--- src/rtl/str_pack.sv ---
// str_pack: stream width up-converter, RATIO input beats of DW bits -> one
// DW*RATIO output word, first accepted beat in lane 0. The output side is a
// forward register slice: odata/okeep/olast/ovalid are registered and held
// while the consumer stalls.
//
// Optional feature macro: STR_PACK_LAST_EN
//   defined   : ilast/okeep/olast ports exist; ilast flushes a partial word
//               with unused upper lanes zeroed.
//   undefined : those ports are absent; a word is emitted every RATIO beats.
//
// Ports:
//   clk, rst      clock, synchronous active-high reset
//   idata/ivalid  input beat and its valid
//   iready        input ready (= ~ovalid | oready)
//   ilast         packet end marker on the input beat (STR_PACK_LAST_EN)
//   odata         packed word, lane k = odata[k*DW +: DW]
//   okeep/olast   lane-valid mask and packet end (STR_PACK_LAST_EN)
//   ovalid/oready output handshake
module str_pack #(
  parameter int unsigned DW    = 8,
  parameter int unsigned RATIO = 4
) (
  input  logic                  clk,
  input  logic                  rst,
  input  logic [DW-1:0]         idata,
  input  logic                  ivalid,
  output logic                  iready,
`ifdef STR_PACK_LAST_EN
  input  logic                  ilast,
  output logic [RATIO-1:0]      okeep,
  output logic                  olast,
`endif
  output logic [DW*RATIO-1:0]   odata,
  output logic                  ovalid,
  input  logic                  oready
);

  localparam int unsigned WCW = (RATIO < 2) ? 1 : $clog2(RATIO);
  localparam int unsigned OW  = DW * RATIO;
  localparam int unsigned AW  = DW * (RATIO - 1);
  localparam logic [WCW-1:0] WC_MAX = WCW'(RATIO - 1);

  if (RATIO < 2) begin : g_ratio_check
    $error("str_pack: RATIO must be >= 2");
  end

  logic [WCW-1:0] wc;
  logic [AW-1:0]  acc;
  logic [OW-1:0]  acc_ext;
  logic [OW-1:0]  word_c;
  logic           ish;
  logic           done;
  logic           ilast_i;

  // Input is ready whenever the output register is empty or draining.
  assign iready = ~ovalid | oready;
  assign ish    = ivalid & iready;

`ifdef STR_PACK_LAST_EN
  assign ilast_i = ilast;
`else
  assign ilast_i = 1'b0;
`endif

  assign done    = ish & ((wc == WC_MAX) | ilast_i);
  assign acc_ext = {{DW{1'b0}}, acc};

  // Completed word: current beat in lane wc, earlier lanes from acc, rest zero.
  always_comb begin
    word_c = '0;
    for (int unsigned k = 0; k < RATIO; k++) begin
      if (WCW'(k) == wc) begin
        word_c[k*DW +: DW] = idata;
      end else if (WCW'(k) < wc) begin
        word_c[k*DW +: DW] = acc_ext[k*DW +: DW];
      end
    end
  end

`ifdef STR_PACK_LAST_EN
  logic [RATIO-2:0] akeep;
  logic [RATIO-1:0] keep_c;

  // Lanes already accumulated plus the lane taken by the completing beat.
  assign keep_c = {1'b0, akeep} | (RATIO'(1) << wc);

  always_ff @(posedge clk) begin
    if (rst) begin
      akeep <= '0;
      okeep <= '0;
      olast <= 1'b0;
    end else if (done) begin
      akeep <= '0;
      okeep <= keep_c;
      olast <= ilast_i;
    end else if (ish) begin
      for (int unsigned k = 0; k < RATIO - 1; k++) begin
        if (wc == WCW'(k)) akeep[k] <= 1'b1;
      end
    end
  end
`endif

  // Accumulator, lane counter and output register slice.
  always_ff @(posedge clk) begin
    if (rst) begin
      wc     <= '0;
      acc    <= '0;
      odata  <= '0;
      ovalid <= 1'b0;
    end else begin
      if (done) begin
        odata <= word_c;
        wc    <= '0;
        acc   <= '0;
      end else if (ish) begin
        for (int unsigned k = 0; k < RATIO - 1; k++) begin
          if (wc == WCW'(k)) acc[k*DW +: DW] <= idata;
        end
        wc <= wc + WCW'(1);
      end
      // A new word may load in the same cycle the old one is taken.
      if (done) begin
        ovalid <= 1'b1;
      end else if (oready) begin
        ovalid <= 1'b0;
      end
    end
  end

endmodule

--- config.mk ---
export PLATFORM = sky130hd
export DESIGN_NAME = str_pack
export DESIGN_NICKNAME = d
export VERILOG_FILES = /design/src/rtl/str_pack.sv
export SDC_FILE = /design/constraint.sdc
export NUM_CORES = 1
export LEC_CHECK = 0
export CAP_MARGIN = 15
export CORE_ASPECT_RATIO = 1.2
export CORE_MARGIN = 5
export CORE_UTILIZATION = 52
export CTS_CLUSTER_DIAMETER = 30
export DETAILED_ROUTE_END_ITERATION = 8
export PLACE_DENSITY = 0.79
export SLEW_MARGIN = 20
export SYNTH_ARGS = -nofsm -noshare
export SYNTH_HDL_FRONTEND = slang
export SYNTH_SLANG_ARGS = --single-unit
--- constraint.sdc ---
create_clock -name clk -period 2.31 [get_ports clk]
set_input_delay 0.462 -clock clk [delete_from_list [all_inputs] [get_ports clk]]
set_output_delay 0.462 -clock clk [all_outputs]
set_load 0.005 [all_outputs]
==> results of run 1 <==
==> final cells by class <==
class	instances	area, um2
inverter	4	15.0
tap	60	75.1
fill	415	1620
clock inverter	5	75.1
clock buffer	11	151
timing repair buffer	56	558
multi-input combinational	198	1270
sequential	59	1180
==> registers in the layout (all words and copies together), names as in the netlist <==
register and flops:
odata 32, acc 24, wc 2, ovalid 1
==> Yosys cell counts, drive strengths merged <==
| cell type | number | share of area |
|---|---|---|
| a211oi | 16 | 0.046 |
| a21o | 1 | 0.0028 |
| a21oi | 59 | 0.14 |
| a311oi | 8 | 0.027 |
| and2 | 4 | 0.0095 |
| buf | 22 | 0.054 |
| clkbuf | 9 | 0.013 |
| dfxtp | 59 | 0.45 |
| ha | 4 | 0.019 |
| inv | 4 | 0.0057 |
| mux2i | 16 | 0.061 |
| nand2 | 12 | 0.018 |
| nand3 | 34 | 0.064 |
| nand3b | 8 | 0.023 |
| nor2 | 1 | 0.0024 |
| nor2b | 1 | 0.0033 |
| o21ai | 34 | 0.064 |
==> per-layer routing <==
| layer | GRT usage | share of wire | vias to the layer above |
|---|---|---|---|
| li1 | - | - | 1138 |
| met2 | 0.357 | 0.49 | 82 |
| met4 | 0.125 | 0.027 | 0 |
| met1 | 0.286 | 0.41 | 1105 |
| met5 | 0 | 0 | - |
| met3 | 0.0379 | 0.067 | 16 |
==> final timing paths <==
| path | end | startpoint | slack (ps) |
|---|---|---|---|
| max reg2reg | acc[15]$_SDFFE_PP0P_ | wc[1]$_SDFFE_PP0N_ | 440 |
| min reg2reg | acc[22]$_SDFFE_PP0P_ | acc[22]$_SDFFE_PP0P_ | 480 |
| min | acc[22]$_SDFFE_PP0P_ | acc[22]$_SDFFE_PP0P_ | 480 |
| max | iready | oready | 290 |
==> cells in the final DEF, fill, tap and decap left out, types with 3 or more instances in the layout <==
cell type and instances:
a211oi_1 16, a21oi_1 39, a21oi_2 20, a311oi_1 8, and2_1 4, buf_4 9, clkbuf_8 11, clkdlybuf4s50_1 45
clkinv_2 3, dfxtp_1 59, ha_1 4, inv_1 3, mux2i_1 16, nand2_1 11, nand3_1 34, nand3b_1 8
o21ai_0 34
==> kinds of logic after synthesis <==
| kind of cell | Yosys count | synth area share |
|---|---|---|
| AO/OA/AOI/OAI | 118 | 0.280 |
| AND/OR/NAND/NOR | 60 | 0.120 |
| flip-flops | 59 | 0.448 |
| buffers and inverters | 35 | 0.0725 |
| multiplexers | 16 | 0.0607 |
| adder cells (fa/ha/maj) | 4 | 0.0190 |
==> where the power goes <==
| group | leakage [nW] | switching [mW] | internal [mW] |
|---|---|---|---|
| Sequential | 0.478 | 0.0177 | 1.04 |
| Combinational | 0.491 | 0.124 | 0.0926 |
| Clock | 0.119 | 0.402 | 0.660 |
| Total | 1.09 | 0.544 | 1.80 |
==> through the flow <==
stage          total power, mW  utilization  std cells  worst slack [ps]  hold WS, ps
4_1_cts                   2.34        0.672        393               287          478
6_report                  2.34        0.672        393               290          476
3_3_place_gp              1.29        0.627        377               292          461
5_1_grt                   2.41        0.672        393               173          498
3_5_place_dp              1.30        0.627        377               294          469
2_1_floorplan             1.22            -        292               707          450
==> critical path: cells and delay by family <==
kind                   cells  cell delay [ps]
buffers and inverters      3             1040
and+or+nand+nor            1               50
==> results by group, run 1 <==
Setup path
  – Crit path max fanout: 2
  – Setup CP Type: primary input to primary output
  – Crit-path cells: clkdlybuf4s50_1 -> nor2b_2 -> inv_2 -> clkdlybuf4s50_1
  – Critical Path AT: 1560 ps
  – Crit. End Element: primary output
  – Worst r2r path cells: 5
  – CP dominant cell by count: clkdlybuf4s50_1
  – CP Data Required Time: 1850 ps
  – Critical-path top delay cell: clkdlybuf4s50_1
  – Startpoint types: primary input
  – Max incr delay on CP: 500 ps

Timing
  – Final min period: ~2000 ps
  – Hold Fails Final Rpt: 0
  – FMAX: 495 MHz
  – Max-slew headroom: 0.655
  – Layout Skew: 10.9 ps
  – Final slew viol count: 0
  – Setup Viol. Count Final: 0
  – RSZ-0062 raised after global routing: false
  – Final setup TNS: 0 ps
  – Tcrit/Tclk final: 0.875
  – Worst slew pin tran: 518 ps

Finish
  – Share of layout cells above drive strength 1: 0.153
  – Design Area, Final: 3320 um2
  – Diode count: 0
  – # nets final: ~340
  – Area added between synthesis and finish: 25.9%

Placed design
  – PortBufs: 45
  – Placer Congestion: 0.782
  – Post-DP Area: approximately 3100 um2
  – DP Wirelength: 4.25 mm

Clock tree
  – Clock transition at path regs: 70 ps
  – CTS Buf Count: 9
  – Hold buffer count at CTS: 0
  – PostCTS Resize Cnt: 0
  – Bufs on Longest Clock Path: 2
  – H-tree level count: 3
  – Clk root buf: clkbuf_8
  – Setup Fix Bufs, Post-CTS: 0
  – CTS sink count: ~60
  – Worst-Skew Late Latency: 340 ps
  – CTS tree: yes

Die
  – DIE AREA: 6610 um2
  – Io pins: 46
  – Initial Util: 0.534
  – Die Ht: 88.0 um
  – Die Wd: 75.0 um
  – Core area: around 5000 um2
  – # rows: 28

Global routing
  – Vias in the first global route: 2274
  – First-pass GRT wire length: 11.2 mm
  – All-Layer GR Usage: 0.225
  – Largest net degree at the start of global routing: 61
  – Global route overflow: 0
  – Initial antenna violation count: 0

Synthesis
  – Synth warnings: 0
  – Post-Synthesis Cell Area: 2640 um2
  – Cells after synthesis: 292
  – Sequential-to-total area share from yosys stat: 0.448
  – Flops & latches, synth: 59
  – Syn_nets: 308
  – Syn avg cell area: 9.04 um2
  – Cell variety after synth: 23

Drt
  – Vias: 2341
  – DR WL/cell: 17.1 um
  – Iter 0 DRT Violations: 203
  – DRC: 0
  – DRT Pass-1 Iters: 4
  – Via density: 5.96
  – Drt total wl: roughly 6.7 mm
  – Post-route ant nets: 0

Outcome
  – Status: finished, final reports clean

Power and ir drop
  – Peak supply drop: 0.429 mV
  – Power density cells: 705 nW/um2
  – Leak pwr: between 1 and 1.5 nW

Worst hold path
  – Worst hold-check path type: flip-flop to flip-flop
  – Hold path depth: 2

Job
  – Max_cap viols: 0
(Power assumes the default switching activity.)
==> run 2: changes to the inputs <==
--- a/config.mk
+++ b/config.mk
@@ -11,7 +11,9 @@
 export CORE_UTILIZATION = 52
 export CTS_CLUSTER_DIAMETER = 30
 export DETAILED_ROUTE_END_ITERATION = 8
+export HOLD_SLACK_MARGIN = 0.15
 export PLACE_DENSITY = 0.79
+export SETUP_SLACK_MARGIN = 0.2
 export SLEW_MARGIN = 20
 export SYNTH_ARGS = -nofsm -noshare
 export SYNTH_HDL_FRONTEND = slang
==> results by group, run 2 (same netlist as run 1, synthesis figures left out) <==
Outcome
  – Status: finished, final reports clean

Power and ir drop
  – Leak pwr: 1.09 nW (-0.21%)
  – Power density cells: 704 nW/um2 (about the same)
  – Peak supply drop: 0.429 mV (about the same)

Clock tree
  – CTS sink count: 59 (unchanged)
  – Bufs on Longest Clock Path: 2 (unchanged)
  – H-tree level count: 3 (unchanged)
  – CTS Buf Count: 9 (unchanged)
  – Worst-Skew Late Latency: 340 ps (about the same)
  – Clk root buf: clkbuf_8
  – Clock transition at path regs: 70 ps (about the same)
  – CTS tree: yes

Drt
  – DRT Pass-1 Iters: 5 (+1)
  – Via density: 5.91 (-0.85%)
  – Vias: 2321 (-0.85%)
  – DR WL/cell: 17.0 um (-0.49%)
  – DRC: 0 (unchanged)
  – Iter 0 DRT Violations: 214 (+5.4%)
  – Post-route ant nets: 0 (unchanged)
  – Drt total wl: 6.67 mm (-0.49%)

Global routing
  – Global route overflow: 0 (unchanged)
  – Vias in the first global route: 2274 (unchanged)
  – First-pass GRT wire length: 11.2 mm (unchanged)
  – Initial antenna violation count: 0 (unchanged)
  – Largest net degree at the start of global routing: 61 (unchanged)
  – All-Layer GR Usage: 0.225 (unchanged)

Timing
  – Hold Fails Final Rpt: 0 (unchanged)
  – RSZ-0062 raised after global routing: false
  – Tcrit/Tclk final: 0.874 (about the same)
  – Final setup TNS: 0 ps (unchanged)
  – Final min period: 2020 ps (-0.139 ps)
  – Hold WS: 477 ps (+1.40 ps)
  – Layout Skew: 11.3 ps (+0.387 ps)
  – Final slew viol count: 0 (unchanged)
  – Worst slew pin tran: 431 ps (-87.0 ps)
  – FMAX: 495 MHz (about the same)
  – Setup Viol. Count Final: 0 (unchanged)
  – Max-slew headroom: 0.712 (+0.0571)

Setup path
  – Crit. End Element: primary output
  – Crit path max fanout: 2 (unchanged)
  – Buf+Inv Stages, Crit Path: 3 (unchanged)
  – Max incr delay on CP: 500 ps (about the same)
  – Startpoint types: primary input
  – Critical Path AT: 1560 ps (about the same)
  – Critical-path top delay cell: clkdlybuf4s50_1
  – Setup CP Type: primary input to primary output
  – CP top delay family: buffers and inverters
  – CP Data Required Time: 1850 ps (about the same)
  – CP dominant cell by count: clkdlybuf4s50_1
  – Worst r2r path cells: 5 (unchanged)
  – Crit-path cells: clkdlybuf4s50_1 -> nor2b_2 -> inv_2 -> clkdlybuf4s50_1
  – Critical path depth: 4 (unchanged)

Die
  – Core area: 4940 um2 (unchanged)
  – DIE AREA: 6610 um2 (unchanged)
  – Initial Util: 0.534 (unchanged)
  – Io pins: 46 (unchanged)
  – # rows: 28 (unchanged)
  – Die Ht: 88.0 um (unchanged)
  – Die Wd: 75.0 um (unchanged)

Placed design
  – DP Wirelength: 4.25 mm (unchanged)
  – PortBufs: 45 (unchanged)
  – Placer Congestion: 0.782 (unchanged)

Finish
  – Diode count: 0 (unchanged)
  – # nets final: 344 (unchanged)
  – Largest Register: odata
  – Share of layout cells above drive strength 1: 0.159 (+0.00601)
  – Final Util: 0.674 (+0.00101)
  – Most frequent cells in the layout: dfxtp_1 (59), clkdlybuf4s50_1 (45), a21oi_1 (39)
  – Area added between synthesis and finish: 26.1%
  – Biggest regs: odata (32), acc (24), wc (2)
  – Commonest non-fill, non-tap cell in the layout: dfxtp_1
  – Max reg flops: 32 (unchanged)

Worst hold path
  – Hold path depth: 2 (unchanged)
  – Worst hold-check path type: flip-flop to flip-flop

Job
  – Max_cap viols: 0 (unchanged)
[run 2: cell counts in the layout (fill, tap and decap cells not counted)]
No cell type changed its count.
[run 2: power breakdown]
part	internal, mW	switching (mW)	total (mW)	leakage (nW)
Combinational	0.0939	0.124	0.218	0.489
Clock	0.660	0.403	1.06	0.119
Sequential	1.04	0.0178	1.06	0.478
Total	1.80	0.545	2.34	1.09
[run 2: worst paths after layout]
kind,from,endpoint,slack [ps]
worst min register to register,acc[22]$_SDFFE_PP0P_,acc[22]$_SDFFE_PP0P_,480
worst min-delay path,acc[22]$_SDFFE_PP0P_,acc[22]$_SDFFE_PP0P_,480
worst max register to register,wc[1]$_SDFFE_PP0N_,odata[6]$_SDFFE_PP0P_,580
worst max-delay path,oready,iready,290
[run 2: per-stage QoR]
step / instance area, um2 / worst slack [ps] / power (mW) / std cells
5_1_grt: 3330 / 261 / 2.41 / 393
3_5_place_dp: 3100 / 294 / 1.30 / 377
4_1_cts: 3320 / 287 / 2.34 / 393
6_report: 3330 / 290 / 2.34 / 393
3_3_place_gp: 3100 / 292 / 1.29 / 377
2_1_floorplan: 2640 / 707 / 1.22 / 292
[run 2: layout make-up]
cell class | count | area (um2)
clock buffers | 11 | 151
clock inverters | 5 | 75.1
fillers | 414 | 1610
inverters | 4 | 15.0
multi-input cells | 198 | 1270
flip-flops and latches | 59 | 1180
well taps | 60 | 75.1
repair buffers | 56 | 558
[run 2: routing by layer]
layer | vias up | global-route usage | wire, um
met4 | 0 | 0.125 | 222
met5 | - | 0 | 0
met3 | 20 | 0.0379 | 406
met1 | 1096 | 0.286 | 2810
met2 | 70 | 0.357 | 3230
li1 | 1135 | - | -
[run 2: worst min-delay path: stages, from the launching register on]
cell and delay, ps:
dfxtp_1 310, o21ai_0 60, a21oi_1 60
[run 2: what timing repair did]
| item | in CTS | in global routing |
|---|---|---|
| setup endpoints to repair | 0 | 4 |
| hold buffers | 0 | 0 |
| gates resized for setup | 0 | 2 |
| buffers inserted | 0 | 0 |
